==> config.mk <==
export PLATFORM = sky130hd
export DESIGN_NAME = hamming_weight_accumulator
export DESIGN_NICKNAME = d
export VERILOG_FILES = /design/src/rtl/hamming_weight_accumulator.sv
export SDC_FILE = /design/constraint.sdc
export NUM_CORES = 1
export LEC_CHECK = 0
export CAP_MARGIN = 0
export CORE_MARGIN = 2
export CORE_UTILIZATION = 50
export CTS_CLUSTER_SIZE = 28
export DETAILED_ROUTE_END_ITERATION = 8
export GPL_ROUTABILITY_DRIVEN = 0
export PLACE_DENSITY = 0.78
export SLEW_MARGIN = 20
export SYNTH_ARGS = -nofsm -noshare
export SYNTH_HDL_FRONTEND = slang
export SYNTH_SLANG_ARGS = --single-unit
==> constraint.sdc <==
create_clock -name clk_i -period 3.6 [get_ports clk_i]
set_input_delay 0.9 -clock clk_i [delete_from_list [all_inputs] [get_ports clk_i]]
set_output_delay 0.9 -clock clk_i [all_outputs]
set_load 0.01 [all_outputs]
==> src/rtl/hamming_weight_accumulator.sv <==
// Purpose : multi-cycle popcount of a DATA_WIDTH word, CHUNK_WIDTH bits per clock,
//           with word parity and a saturating running total of word weights.
// Latency : start accepted at edge E0 -> done pulses in the cycle after edge E0+N
//           (N = DATA_WIDTH/CHUNK_WIDTH); back-to-back words every N+1 cycles.
// Backpressure: none; start is accepted only while busy_o=0 (incl. the done cycle),
//           otherwise it is dropped without queueing.
//
// Ports:
//   clk_i            rising-edge clock
//   nReset_i         synchronous active-low reset (aborts a run, no done pulse)
//   dataIn_i         word to count, sampled on an accepted start
//   start_i          request, accepted when idle
//   accumulate_i     sampled with start; add this word's weight to accWeight_o
//   clearAcc_i       synchronous clear of accWeight_o / accOverflow_o
//   busy_o           high while counting
//   done_o           one-cycle pulse when hammingWeight_o/parity_o are updated
//   hammingWeight_o  popcount of the last completed word
//   parity_o         XOR of all bits of the last completed word
//   accWeight_o      saturating sum of accumulated word weights
//   accOverflow_o    sticky saturation flag
module hamming_weight_accumulator #(
  parameter int DATA_WIDTH   = 8,
  parameter int CHUNK_WIDTH  = 2,
  parameter int WEIGHT_WIDTH = 4,
  parameter int ACC_WIDTH    = 16
) (
  input  logic                    clk_i,
  input  logic                    nReset_i,
  input  logic [DATA_WIDTH-1:0]   dataIn_i,
  input  logic                    start_i,
  input  logic                    accumulate_i,
  input  logic                    clearAcc_i,
  output logic                    busy_o,
  output logic                    done_o,
  output logic [WEIGHT_WIDTH-1:0] hammingWeight_o,
  output logic                    parity_o,
  output logic [ACC_WIDTH-1:0]    accWeight_o,
  output logic                    accOverflow_o
);

  localparam int N      = DATA_WIDTH / CHUNK_WIDTH;
  localparam int CIDX_W = (N > 1) ? $clog2(N) : 1;
  // One spare bit above the wider of accumulator/weight so the carry is visible.
  localparam int SUM_W  = ((ACC_WIDTH > WEIGHT_WIDTH) ? ACC_WIDTH : WEIGHT_WIDTH) + 1;

  localparam logic [CIDX_W-1:0] LAST_CHUNK = CIDX_W'(N - 1);
  localparam logic [SUM_W-1:0]  ACC_MAX    = (SUM_W'(1) << ACC_WIDTH) - SUM_W'(1);

  typedef enum logic {S_IDLE, S_RUN} state_t;

  state_t                  state_q;
  logic [DATA_WIDTH-1:0]   shift_q;
  logic [WEIGHT_WIDTH-1:0] cnt_q;
  logic [CIDX_W-1:0]       chunk_q;
  logic                    acc_en_q;
  logic                    busy_q;
  logic                    done_q;
  logic [WEIGHT_WIDTH-1:0] hw_q;
  logic                    parity_q;
  logic [ACC_WIDTH-1:0]    acc_q;
  logic                    ovf_q;

  logic [WEIGHT_WIDTH-1:0] chunk_pop;
  logic [WEIGHT_WIDTH-1:0] weight_d;
  logic [ACC_WIDTH-1:0]    acc_base;
  logic                    ovf_base;
  logic [SUM_W-1:0]        acc_sum;
  logic                    acc_sat;
  logic [ACC_WIDTH-1:0]    acc_d;

  // Popcount of the chunk currently sitting in the low bits of the shifter.
  always_comb begin
    chunk_pop = '0;
    for (int i = 0; i < CHUNK_WIDTH; i++) begin
      chunk_pop = chunk_pop + WEIGHT_WIDTH'(shift_q[i]);
    end
  end

  // Working count wraps modulo 2^WEIGHT_WIDTH by construction.
  assign weight_d = cnt_q + chunk_pop;

  // A clear coinciding with a completion restarts the total from the new weight.
  always_comb begin
    acc_base = clearAcc_i ? '0 : acc_q;
    ovf_base = ~clearAcc_i & ovf_q;
    acc_sum  = SUM_W'(acc_base) + SUM_W'(weight_d);
    acc_sat  = (acc_sum > ACC_MAX);
    acc_d    = acc_sat ? ACC_MAX[ACC_WIDTH-1:0] : acc_sum[ACC_WIDTH-1:0];
  end

  always_ff @(posedge clk_i) begin
    if (!nReset_i) begin
      state_q  <= S_IDLE;
      shift_q  <= '0;
      cnt_q    <= '0;
      chunk_q  <= '0;
      acc_en_q <= 1'b0;
      busy_q   <= 1'b0;
      done_q   <= 1'b0;
      hw_q     <= '0;
      parity_q <= 1'b0;
      acc_q    <= '0;
      ovf_q    <= 1'b0;
    end else begin
      done_q <= 1'b0;
      if (clearAcc_i) begin
        acc_q <= '0;
        ovf_q <= 1'b0;
      end
      case (state_q)
        S_IDLE: begin
          if (start_i) begin
            shift_q  <= dataIn_i;
            acc_en_q <= accumulate_i;
            cnt_q    <= '0;
            chunk_q  <= '0;
            busy_q   <= 1'b1;
            state_q  <= S_RUN;
          end
        end
        S_RUN: begin
          shift_q <= shift_q >> CHUNK_WIDTH;
          cnt_q   <= weight_d;
          chunk_q <= chunk_q + CIDX_W'(1);
          if (chunk_q == LAST_CHUNK) begin
            hw_q     <= weight_d;
            parity_q <= weight_d[0];
            done_q   <= 1'b1;
            busy_q   <= 1'b0;
            state_q  <= S_IDLE;
            // Overrides the plain clear above when both happen on this edge.
            if (acc_en_q) begin
              acc_q <= acc_d;
              ovf_q <= ovf_base | acc_sat;
            end
          end
        end
        default: state_q <= S_IDLE;
      endcase
    end
  end

  assign busy_o          = busy_q;
  assign done_o          = done_q;
  assign hammingWeight_o = hw_q;
  assign parity_o        = parity_q;
  assign accWeight_o     = acc_q;
  assign accOverflow_o   = ovf_q;

endmodule
==> results.cfg, run 1 <==
[run_status]
status = complete, no violations

[sta]
hold_slack_ps = 454
fmax_mhz = 315
tightest_slew_ps = 659
hold_viol_final = 0
slew_headroom = 0.559
finalSetupViolations = 0
rsz0062_at_grt = no
fin_crit_sh = 0.883
tns_ps = 0
slew_violations = 0
finalClockSkew_ps = 9.53
fin_crit_ps = 3180

[pwr]
vdd_drop_max_mv = 0.234
p_leak_nw = 0.987
p_per_area_mw_per_mm2 = 309
clock_power_share = 0.358
p_int_uw = 612
p_seq_frac = 0.549
switching_share = 0.251
switchingPower_uw = 205
combinationalPowerShare = 0.093

[clocking]
cts-buffers-inserted = 5
path_clk_slew_ps = 80
clockBufferDepth = 2
cts-root-buf = clkbuf_8
htreeDepth = 2
cts.sinks = 39
insertion_delay_ps = 300
cts_tree = done
hold_buffers = 0
post_cts_buffers = 0
cts_resized = 0

[routing]
via_count = 1925
wl_per_cell_microns = 14.7
viasPerCell = 5.76
drc_errors = 0
dr.pass1.iters = 4
ant_nets = 0
drt_wl_total_microns = 4900
drt_iter0_drc = 212

[min_path]
worstHoldPathType = flip-flop to flip-flop
hold_path_end = hammingWeight_o[1]
min_path_cells = 2
min_from = hammingWeight_o[1]

[worst_setup_path]
rrSetupSlack_ps = 430
r2r-start = shift_q[0]
critPathRequiredTime_ps = 3790
worstPathMaxFanout = 6
r2r_end = accWeight_o[7]
crit_arrival_ps = 3370
cp-end-kind = flip-flop
start_kind = primary input
r2r_cells = 10
crit_type = primary input to flip-flop

[placed_design]
placed_cell_area_sq_mm = 0.00255
dp_hpwl_microns = 3430
io_buffers = 36

[synthesis]
synth_edf_count = 0
ys_top_cells_by_area = dfxtp_1 36%, nor2_1 5.9%, mux2i_1 4.6%
yosysSeqAreaShare = 0.363
yosysTopAreaCell = dfxtp_1
async_reset_ff_frac = 0
synthFlopType = dfxtp_1
yosysTopAreaCellShare = 0.363
ys_warn_count = 0
syn-instance-count = 250
synth_fp_nets = 269
ys_ff_latch = 39
yosys.cell_types.count = 55
syn_avg_cell_area_sq_um = 8.61
synth_area_sq_mm = 0.00215

[finish]
area_growth_pct = 22.6
layout-drive-gt1-share = 0.0951
design_area_sq_mm = 0.00264
n_antenna_cell = 0
fillers = 378
nets = 302

[die]
die_x_microns = 69.6
die_h_microns = 69.6
rows = 23
initial_core_util = 0.527
placeableCoreArea_sq_mm = 0.00409
num_io_pins = 37
dieArea_sq_mm = 0.00485

[grt]
grt_max_degree = 33
grt_pass1_vias = 1739
grt-ovfl-total = 0
grt_pass1_wl_microns = 8070
track_usage = 0.204
antenna_found_initial = 0

[flow_run]
drv_cap = 0
-- worst max-delay path, cell delays in order --
cell and delay [ps]:
clkdlybuf4s50_1 470, and2b_1 290, xor2_1 200, ha_1 180, a21o_1 130, a21oi_2 90, maj3_2 360, or4_4 500
o221a_1 250
-- power by group through the flow --
stage	logic [mW]	clock network [mW]	registers, mW
6_report	0.0758	0.292	0.448
5_1_grt	0.0833	0.315	0.450
4_1_cts	0.0754	0.296	0.448
3_5_place_dp	0.0753	0	0.459
3_3_place_gp	0.0736	0	0.458
2_1_floorplan	0.0481	0	0.457
-- synthesized netlist by cell type (all sizes together) (2+ instances only) --
cell type and instances:
a2111o 2, a211oi 3, a21oi 16, a311oi 2, a31oi 2, and2 2, and3 2, buf 5
clkbuf 11, dfxtp 39, ha 5, inv 4, maj3 2, mux2i 10, nand2 14, nand2b 8
nand3 8, nand3b 2, nand4 5, nand4b 2, nor2 34, nor2b 13, nor3 6, nor3b 3
nor4 5, o211a 3, o211ai 2, o21a 3, o21ai 9, o31a 4, or3b 2, or4 2
xnor2 5
-- routing by layer --
layer	track usage	vias to the layer above	part of all wire
li1	-	971	-
met1	0.290	905	0.50
met2	0.306	43	0.45
met3	0.0363	6	0.040
met4	0.0833	0	0.015
met5	0	-	0
-- metrics by stage --
stage / worst slack, ps / util / total power [mW] / instances
6_report: 421 / 0.646 / 0.816 / 334
5_1_grt: 262 / 0.646 / 0.848 / 334
4_1_cts: 415 / 0.646 / 0.820 / 334
3_5_place_dp: 103 / 0.625 / 0.534 / 326
3_3_place_gp: 166 / 0.625 / 0.532 / 326
2_1_floorplan: 523 / - / 0.505 / 250
-- cells by family (layout without fill, tap and decap cells) --
| kind of cell | count (synthesis) | in the layout | share of synthesized area |
|---|---|---|---|
| buffers and inverters | 20 | 54 | 0.0378 |
| adders and majority gates | 8 | 8 | 0.0488 |
| AOI/OAI and AO/OA | 53 | 53 | 0.180 |
| and+or+nand+nor | 113 | 113 | 0.284 |
| xor gates and xnor gates | 6 | 6 | 0.0349 |
| muxes | 11 | 11 | 0.0517 |
| DFF | 39 | 39 | 0.363 |
-- worst max path at each step --
stage                    start              end  slack, ps  cells after the start
floorplan           clearAcc_i   accWeight_o[7]        520                     11
global placement    clearAcc_i  accWeight_o[12]        170                      9
detailed placement  clearAcc_i  accWeight_o[12]        100                      9
CTS                 clearAcc_i  accWeight_o[12]        410                      9
global route        clearAcc_i  accWeight_o[12]        260                      9
finish              clearAcc_i  accWeight_o[12]        420                      9
-- registers in the layout, indices dropped and copies added (netlist names) --
| signal | cells |
|---|---|
| accOverflow_o | 1 |
| accWeight_o | 16 |
| acc_en_q | 1 |
| busy_o | 1 |
| chunk_q | 2 |
| cnt_q | 4 |
| done_o | 1 |
| hammingWeight_o | 4 |
| shift_q | 8 |
| state_q | 1 |
-- cell usage in the layout (no fill, tap or decap), types with 6 or more instances in the layout --
master           instances
clkdlybuf4s50_1         36
nor2_1                  34
nand2b_1                 8
dfxtp_1                 39
nand2_1                 14
o21ai_0                  9
nand3_1                  8
a21oi_1                 15
nor2b_1                 13
mux2i_1                 10
buf_4                    6
-- cell type report --
type | count | area, sq um | area share
clock buffers | 6 | 72.6 | 0.0275
flip-flops and latches | 39 | 781 | 0.296
well taps | 50 | 62.6 | 0.0237
inverters | 4 | 15.0 | 0.00569
clock inverters | 2 | 12.5 | 0.00474
repair buffers | 42 | 405 | 0.154
multi-input cells | 191 | 1290 | 0.489
Power figures use the tool's default switching activity.
==> run 2, diff against run 1 <==
--- a/config.mk
+++ b/config.mk
@@ -12,7 +12,8 @@
 export DETAILED_ROUTE_END_ITERATION = 8
 export GPL_ROUTABILITY_DRIVEN = 0
 export PLACE_DENSITY = 0.78
-export SLEW_MARGIN = 20
+export REMOVE_ABC_BUFFERS = 1
+export SLEW_MARGIN = 10
 export SYNTH_ARGS = -nofsm -noshare
 export SYNTH_HDL_FRONTEND = slang
 export SYNTH_SLANG_ARGS = --single-unit
==> constraint.sdc (replaced) <==
create_clock -name clk_i -period 3.6 [get_ports clk_i]
set_input_delay 0.72 -clock clk_i [delete_from_list [all_inputs] [get_ports clk_i]]
set_output_delay 0.72 -clock clk_i [all_outputs]
set_load 0.01 [all_outputs]
==> results.cfg, run 2 (synthesized netlist as in run 1, its figures left out) <==
[finish]
area_growth_pct = 24.1
layout-drive-gt1-share = 0.0887
n_antenna_cell = 0
largest_register_ff_count = 16
fillers = 371
nets = 300
final_common_cell = dfxtp_1
layout_common_cells = 39 x dfxtp_1, 36 x clkdlybuf4s50_1, 34 x nor2_1

[worst_setup_path]
start_kind = flip-flop
crit_type = flip-flop to flip-flop
cp-end-kind = flip-flop
rrSetupSlack_ps = 440
r2r-start = shift_q[0]
worstPathMaxFanout = 13
r2r_cells = 9
crit_arrival_ps = 3360
r2r_end = accWeight_o[12]
critPathRequiredTime_ps = 3790

[clocking]
clockBufferDepth = 2
post_cts_buffers = 0
cts_tree = done
path_clk_slew_ps = 80
hold_buffers = 0
htreeDepth = 2
cts.sinks = 39
cts_resized = 0
cts-buffers-inserted = 5
insertion_delay_ps = 300
cts-root-buf = clkbuf_8

[die]
dieArea_sq_mm = 0.00485
rows = 23
num_io_pins = 37
die_h_microns = 69.6
die_x_microns = 69.6
placeableCoreArea_sq_mm = 0.00409
initial_core_util = 0.527

[pwr]
vdd_drop_max_mv = 0.294
switchingPower_uw = 207
p_int_uw = 754
combinationalPowerShare = 0.080
clock_power_share = 0.454
switching_share = 0.215
p_leak_nw = 1.00
p_per_area_mw_per_mm2 = 360
p_seq_frac = 0.467

[sta]
tns_ps = 0
tightest_slew_ps = 633
slew_headroom = 0.577
fmax_mhz = 316
finalSetupViolations = 0
hold_viol_final = 0
fin_crit_sh = 0.879
slew_violations = 0
fin_crit_ps = 3160
finalClockSkew_ps = 6.15
worst_slack_ps = 436
rsz0062_at_grt = no

[routing]
drt_iter0_drc = 120
drc_errors = 0
viasPerCell = 5.89
dr.pass1.iters = 4
wl_per_cell_microns = 15.3
via_count = 1956
ant_nets = 0
drt_wl_total_microns = 5060

[grt]
grt-ovfl-total = 0
grt_pass1_wl_microns = 8600
track_usage = 0.219
grt_pass1_vias = 1803
grt_max_degree = 32
antenna_found_initial = 0

[run_status]
status = complete, no violations

[min_path]
min_path_cells = 2
worstHoldPathType = flip-flop to flip-flop
min_from = hammingWeight_o[1]
hold_path_end = hammingWeight_o[1]

[placed_design]
post-place-ws_ps = 195
io_buffers = 36
dp_hpwl_microns = 3520

[flow_run]
drv_cap = 0
-- run 2: changes by cell type in the layout (fill, tap and decap cells not counted) --
| cell | previous run | this run |
|---|---|---|
| buf_4 | 6 | 4 |
| clkinvlp_4 | 1 | 0 |
| bufinv_16 | 0 | 2 |
| clkinv_2 | 1 | 0 |
-- run 2: area by class of cell --
cell class | instances | area [sq um] | share of cell area
well taps | 50 | 62.6 | 0.0234
repair buffers | 40 | 390 | 0.146
clock buffers | 6 | 72.6 | 0.0272
multi-input cells | 191 | 1290 | 0.483
inverters | 4 | 15.0 | 0.00562
clock inverters | 2 | 60.1 | 0.0225
flip-flops and latches | 39 | 781 | 0.292
-- run 2: power by group through the flow --
stage / Clock (mW) / Combinational (mW) / Sequential, mW
after CTS: 0.442 / 0.0766 / 0.448
after global placement: 0 / 0.0748 / 0.458
after floorplan: 0 / 0.0335 / 0.462
after detailed placement: 0 / 0.0760 / 0.459
after global routing: 0.461 / 0.0866 / 0.450
final: 0.436 / 0.0766 / 0.449
-- run 2: layer usage --
metal / vias to the layer above / track usage / wire (microns)
li1: 958 / - / -
met1: 921 / 0.284 / 2340
met2: 67 / 0.349 / 2290
met3: 10 / 0.0625 / 363
met4: 0 / 0.0769 / 73
met5: - / 0 / 0
-- run 2: worst max-delay path by stage --
stage | from | endpoint | slack, ps | depth (start not counted)
after floorplan | shift_q[0] | accWeight_o[12] | 720 | 9
after global placement | clearAcc_i | accWeight_o[12] | 300 | 9
after detailed placement | clearAcc_i | accWeight_o[12] | 200 | 9
after CTS | shift_q[0] | accWeight_o[12] | 450 | 9
after global routing | shift_q[0] | accWeight_o[12] | 290 | 9
final | shift_q[0] | accWeight_o[12] | 440 | 9
-- run 2: worst max-delay path: stages, from the launching register on --
cell and delay [ps]:
dfxtp_1 340, fa_1 470, ha_1 410, xor2_1 230, ha_1 200, a21o_1 140, a21oi_2 90, maj3_2 410
or4_4 510, o221a_1 250
-- run 2: stage by stage --
| stage | total power, mW | hold WS [ps] | utilization | area, sq um | cells |
|---|---|---|---|---|---|
| 2_1_floorplan | 0.496 | 454 | - | 2090 | 234 |
| 3_3_place_gp | 0.533 | 463 | 0.622 | 2540 | 324 |
| 3_5_place_dp | 0.535 | 474 | 0.622 | 2540 | 324 |
| 4_1_cts | 0.967 | 489 | 0.654 | 2670 | 332 |
| 5_1_grt | 0.997 | 510 | 0.654 | 2670 | 332 |
| 6_report | 0.961 | 485 | 0.654 | 2670 | 332 |
==> run 3, diff against run 2 <==
--- a/config.mk
+++ b/config.mk
@@ -5,7 +5,7 @@
 export SDC_FILE = /design/constraint.sdc
 export NUM_CORES = 1
 export LEC_CHECK = 0
-export CAP_MARGIN = 0
+export CAP_MARGIN = 15
 export CORE_MARGIN = 2
 export CORE_UTILIZATION = 50
 export CTS_CLUSTER_SIZE = 28
@@ -13,7 +13,7 @@
 export GPL_ROUTABILITY_DRIVEN = 0
 export PLACE_DENSITY = 0.78
 export REMOVE_ABC_BUFFERS = 1
-export SLEW_MARGIN = 10
+export SLEW_MARGIN = 20
 export SYNTH_ARGS = -nofsm -noshare
 export SYNTH_HDL_FRONTEND = slang
 export SYNTH_SLANG_ARGS = --single-unit
==> results of run 3 <==
Same layout as run 2: the final DEF is identical, and so are final timing and power.
==> edit, RTL diff (config.mk and constraints of run 2) <==
The parameter `CHUNK_WIDTH` goes from 2 to 4.
--- a/src/rtl/hamming_weight_accumulator.sv
+++ b/src/rtl/hamming_weight_accumulator.sv
@@ -22,3 +22,3 @@
   parameter int DATA_WIDTH   = 8,
-  parameter int CHUNK_WIDTH  = 2,
+  parameter int CHUNK_WIDTH  = 4,
   parameter int WEIGHT_WIDTH = 4,
Function: changed (a bounded check fails within 4 cycles, from zero or initial values and one cycle with nReset_i low).
==> edit against run 2 <==
Setup slack worse by 0.25 ns; sequential power shrank 2%; non-clock buffer count increased by 1; critical endpoint is now accWeight_o[9]; design area decreased by 3.5%; critical path type unchanged; worst hold slack lost 0.030 ns; sequential cell count is 1 lower; largest cell class unchanged; via count is 6.8% lower; global-route usage increased by 0.19 points; power increased by 2.0%; area after synthesis is 6.0% lower; core utilization is essentially flat; routed wire length shrank 9.6%; count of clock-buffer cells in the layout is 1 lower.
==> edit: results (changes against run 2) <==
Synthesis
  • Leading post-synthesis cells by cell area: dfxtp_1, nor2_1, a21oi_1 (was dfxtp_1, nor2_1, mux2i_1)
  • Seq/Total Area, Yosys: 37.6% (was 36.3%)
  • Dominant synthesized flop cell: dfxtp_1 (unchanged)
  • Synthesis Warnings: 0 (unchanged)
  • Distinct cells, synth: 49 (was 55)
  • Asr flop ratio synth: 0% (unchanged)
  • Post-synth top cells: dfxtp_1, nor2_1, a21oi_1 (unchanged)

Setup path
  • WP data arrival: 3.57 ns (was 3.36 ns)
  • Cells on worst reg2reg path: 14 (was 9)
  • Slowest stage cell, crit path: fa_1 (was or4_4)
  • Slowest Stage Delay on Critical Path: 0.47 ns (was 0.51 ns)
  • Delay-heaviest family, CP: adder cells (unchanged)
  • CP Max Fanout: 7 (was 13)

GRT
  • First-pass GRT wire length: 7.60 mm (was 8.60 mm)
  • Vias in the first global route: 1596 (was 1803)
  • Initial antenna violation count: 0 (unchanged)
  • Largest net degree at the start of global routing: 25 (was 32)
  • Gr usage total: 22.1% (was 21.9%)

Layout
  • Layout cell share with drive strength beyond 1: 8.99% (was 8.87%)
  • Final #Nets: 298 (was 300)
  • # diodes: 0 (unchanged)
  • Filler Cell Count: 322 (was 371)
  • Largest register FFs: 16 (unchanged)

Routing
  • Routed via count: 1823 (was 1956)
  • DRT Pass-1 Iters: 4 (unchanged)
  • Initial drt markers: 132 (was 120)
  • Total wire length: 4.58 mm (was 5.06 mm)

Timing
  • Relative slew margins: 54.6% (was 57.7%)
  • Clk_skew: 0.00799 ns (was 0.00615 ns)

Place
  • DP Wirelength: 3.35 mm (was 3.52 mm)
  • Port Buffers: 36 (unchanged)

Min path
  • Worst hold path depth: 2 (unchanged)
  • Worst min-delay path category: flop to flop (unchanged)

Pwr
  • Internal power: 0.756 mW (was 0.754 mW)
  • VDD IR max: 0.000304 V (was 0.000294 V)
  • P_leak: 1.02 nW (was 1.00 nW)

Outcome
  • Status: complete, no violations (unchanged)

CTS
  • CTS Buf Count: 5 (unchanged)
  • CTS resizes: 0 (unchanged)
  • H-tree levels: 2 (unchanged)
  • Max Root-Sink Buffers: 2 (unchanged)
  • Worst-path clk slew: 0.08 ns (about the same)
  • Worst skew pair latency: 0.30 ns (about the same)
  • Root Driver: clkbuf_8 (unchanged)
edit: what timing repair did:
action / CTS / global route
endpoints found under the hold margin: 0 / 0
setup buffers: 0 / 1
hold buffers: 0 / 0
setup endpoints to repair: 0 / 3
edit: metrics by stage:
step           hold WS (ns)  cells  instance area, um2  setup WS, ns
2_1_floorplan         0.454    229                1980         0.428
3_3_place_gp          0.443    319                2430         0.228
3_5_place_dp          0.446    319                2430         0.183
4_1_cts               0.458    327                2570         0.145
5_1_grt               0.487    328                2580       0.00791
6_report              0.455    328                2580         0.188
edit: layer usage:
metal	routed length, um	vias up	track usage [%]
met5	0	-	0
met4	73	0	6.12
met3	303	7	5.00
met2	2090	63	34.9
met1	2110	846	30.1
li1	-	907	-
edit: cell families after synthesis:
| kind of cell | count (synthesis) | share of synthesized area (%) |
|---|---|---|
| flip-flops | 38 | 37.6 |
| multiplexers | 9 | 4.45 |
| buffers and inverters | 24 | 4.70 |
| XOR/XNOR | 8 | 4.21 |
| adder cells (fa/ha/maj) | 9 | 6.99 |
| AO/OA/AOI/OAI | 59 | 18.9 |
| AND/OR/NAND/NOR | 92 | 23.2 |
edit: cell type report:
| type | count | area share, % |
|---|---|---|
| clock inverters | 3 | 2.67 |
| multi-input cells | 177 | 45.3 |
| repair buffers | 41 | 15.4 |
| clock buffers | 5 | 2.67 |
| inverters | 14 | 2.04 |
| well taps | 50 | 2.43 |
| flip-flops and latches | 38 | 29.5 |
edit: path summary, 6_finish.rpt:
| path | start | endpoint | slack [ns] |
|---|---|---|---|
| setup / recovery | shift_q[0] | accWeight_o[9] | 0.19 |
| hold / removal | hammingWeight_o[1] | hammingWeight_o[1] | 0.45 |
| hold reg to reg | hammingWeight_o[1] | hammingWeight_o[1] | 0.45 |
| setup reg to reg | shift_q[0] | accWeight_o[9] | 0.19 |
edit: worst reg2reg max path, stage by stage (launching register included):
cell,delay [ns]
dfxtp_1,0.34
fa_1,0.47
inv_1,0.08
fa_1,0.18
inv_1,0.06
fa_1,0.44
xnor2_2,0.25
inv_1,0.07
ha_1,0.32
a21oi_1,0.18
o21ai_2,0.12
maj3_2,0.40
a21o_1,0.20
o211ai_1,0.07
o21ai_0,0.09
edit: power by group through the flow:
stage               logic, mW  clock network (mW)  registers [mW]
detailed placement     0.0997                   0           0.450
CTS                     0.100               0.444           0.440
global route            0.114               0.462           0.442
global placement       0.0975                   0           0.450
floorplan              0.0505                   0           0.454
finish                  0.100               0.439           0.440
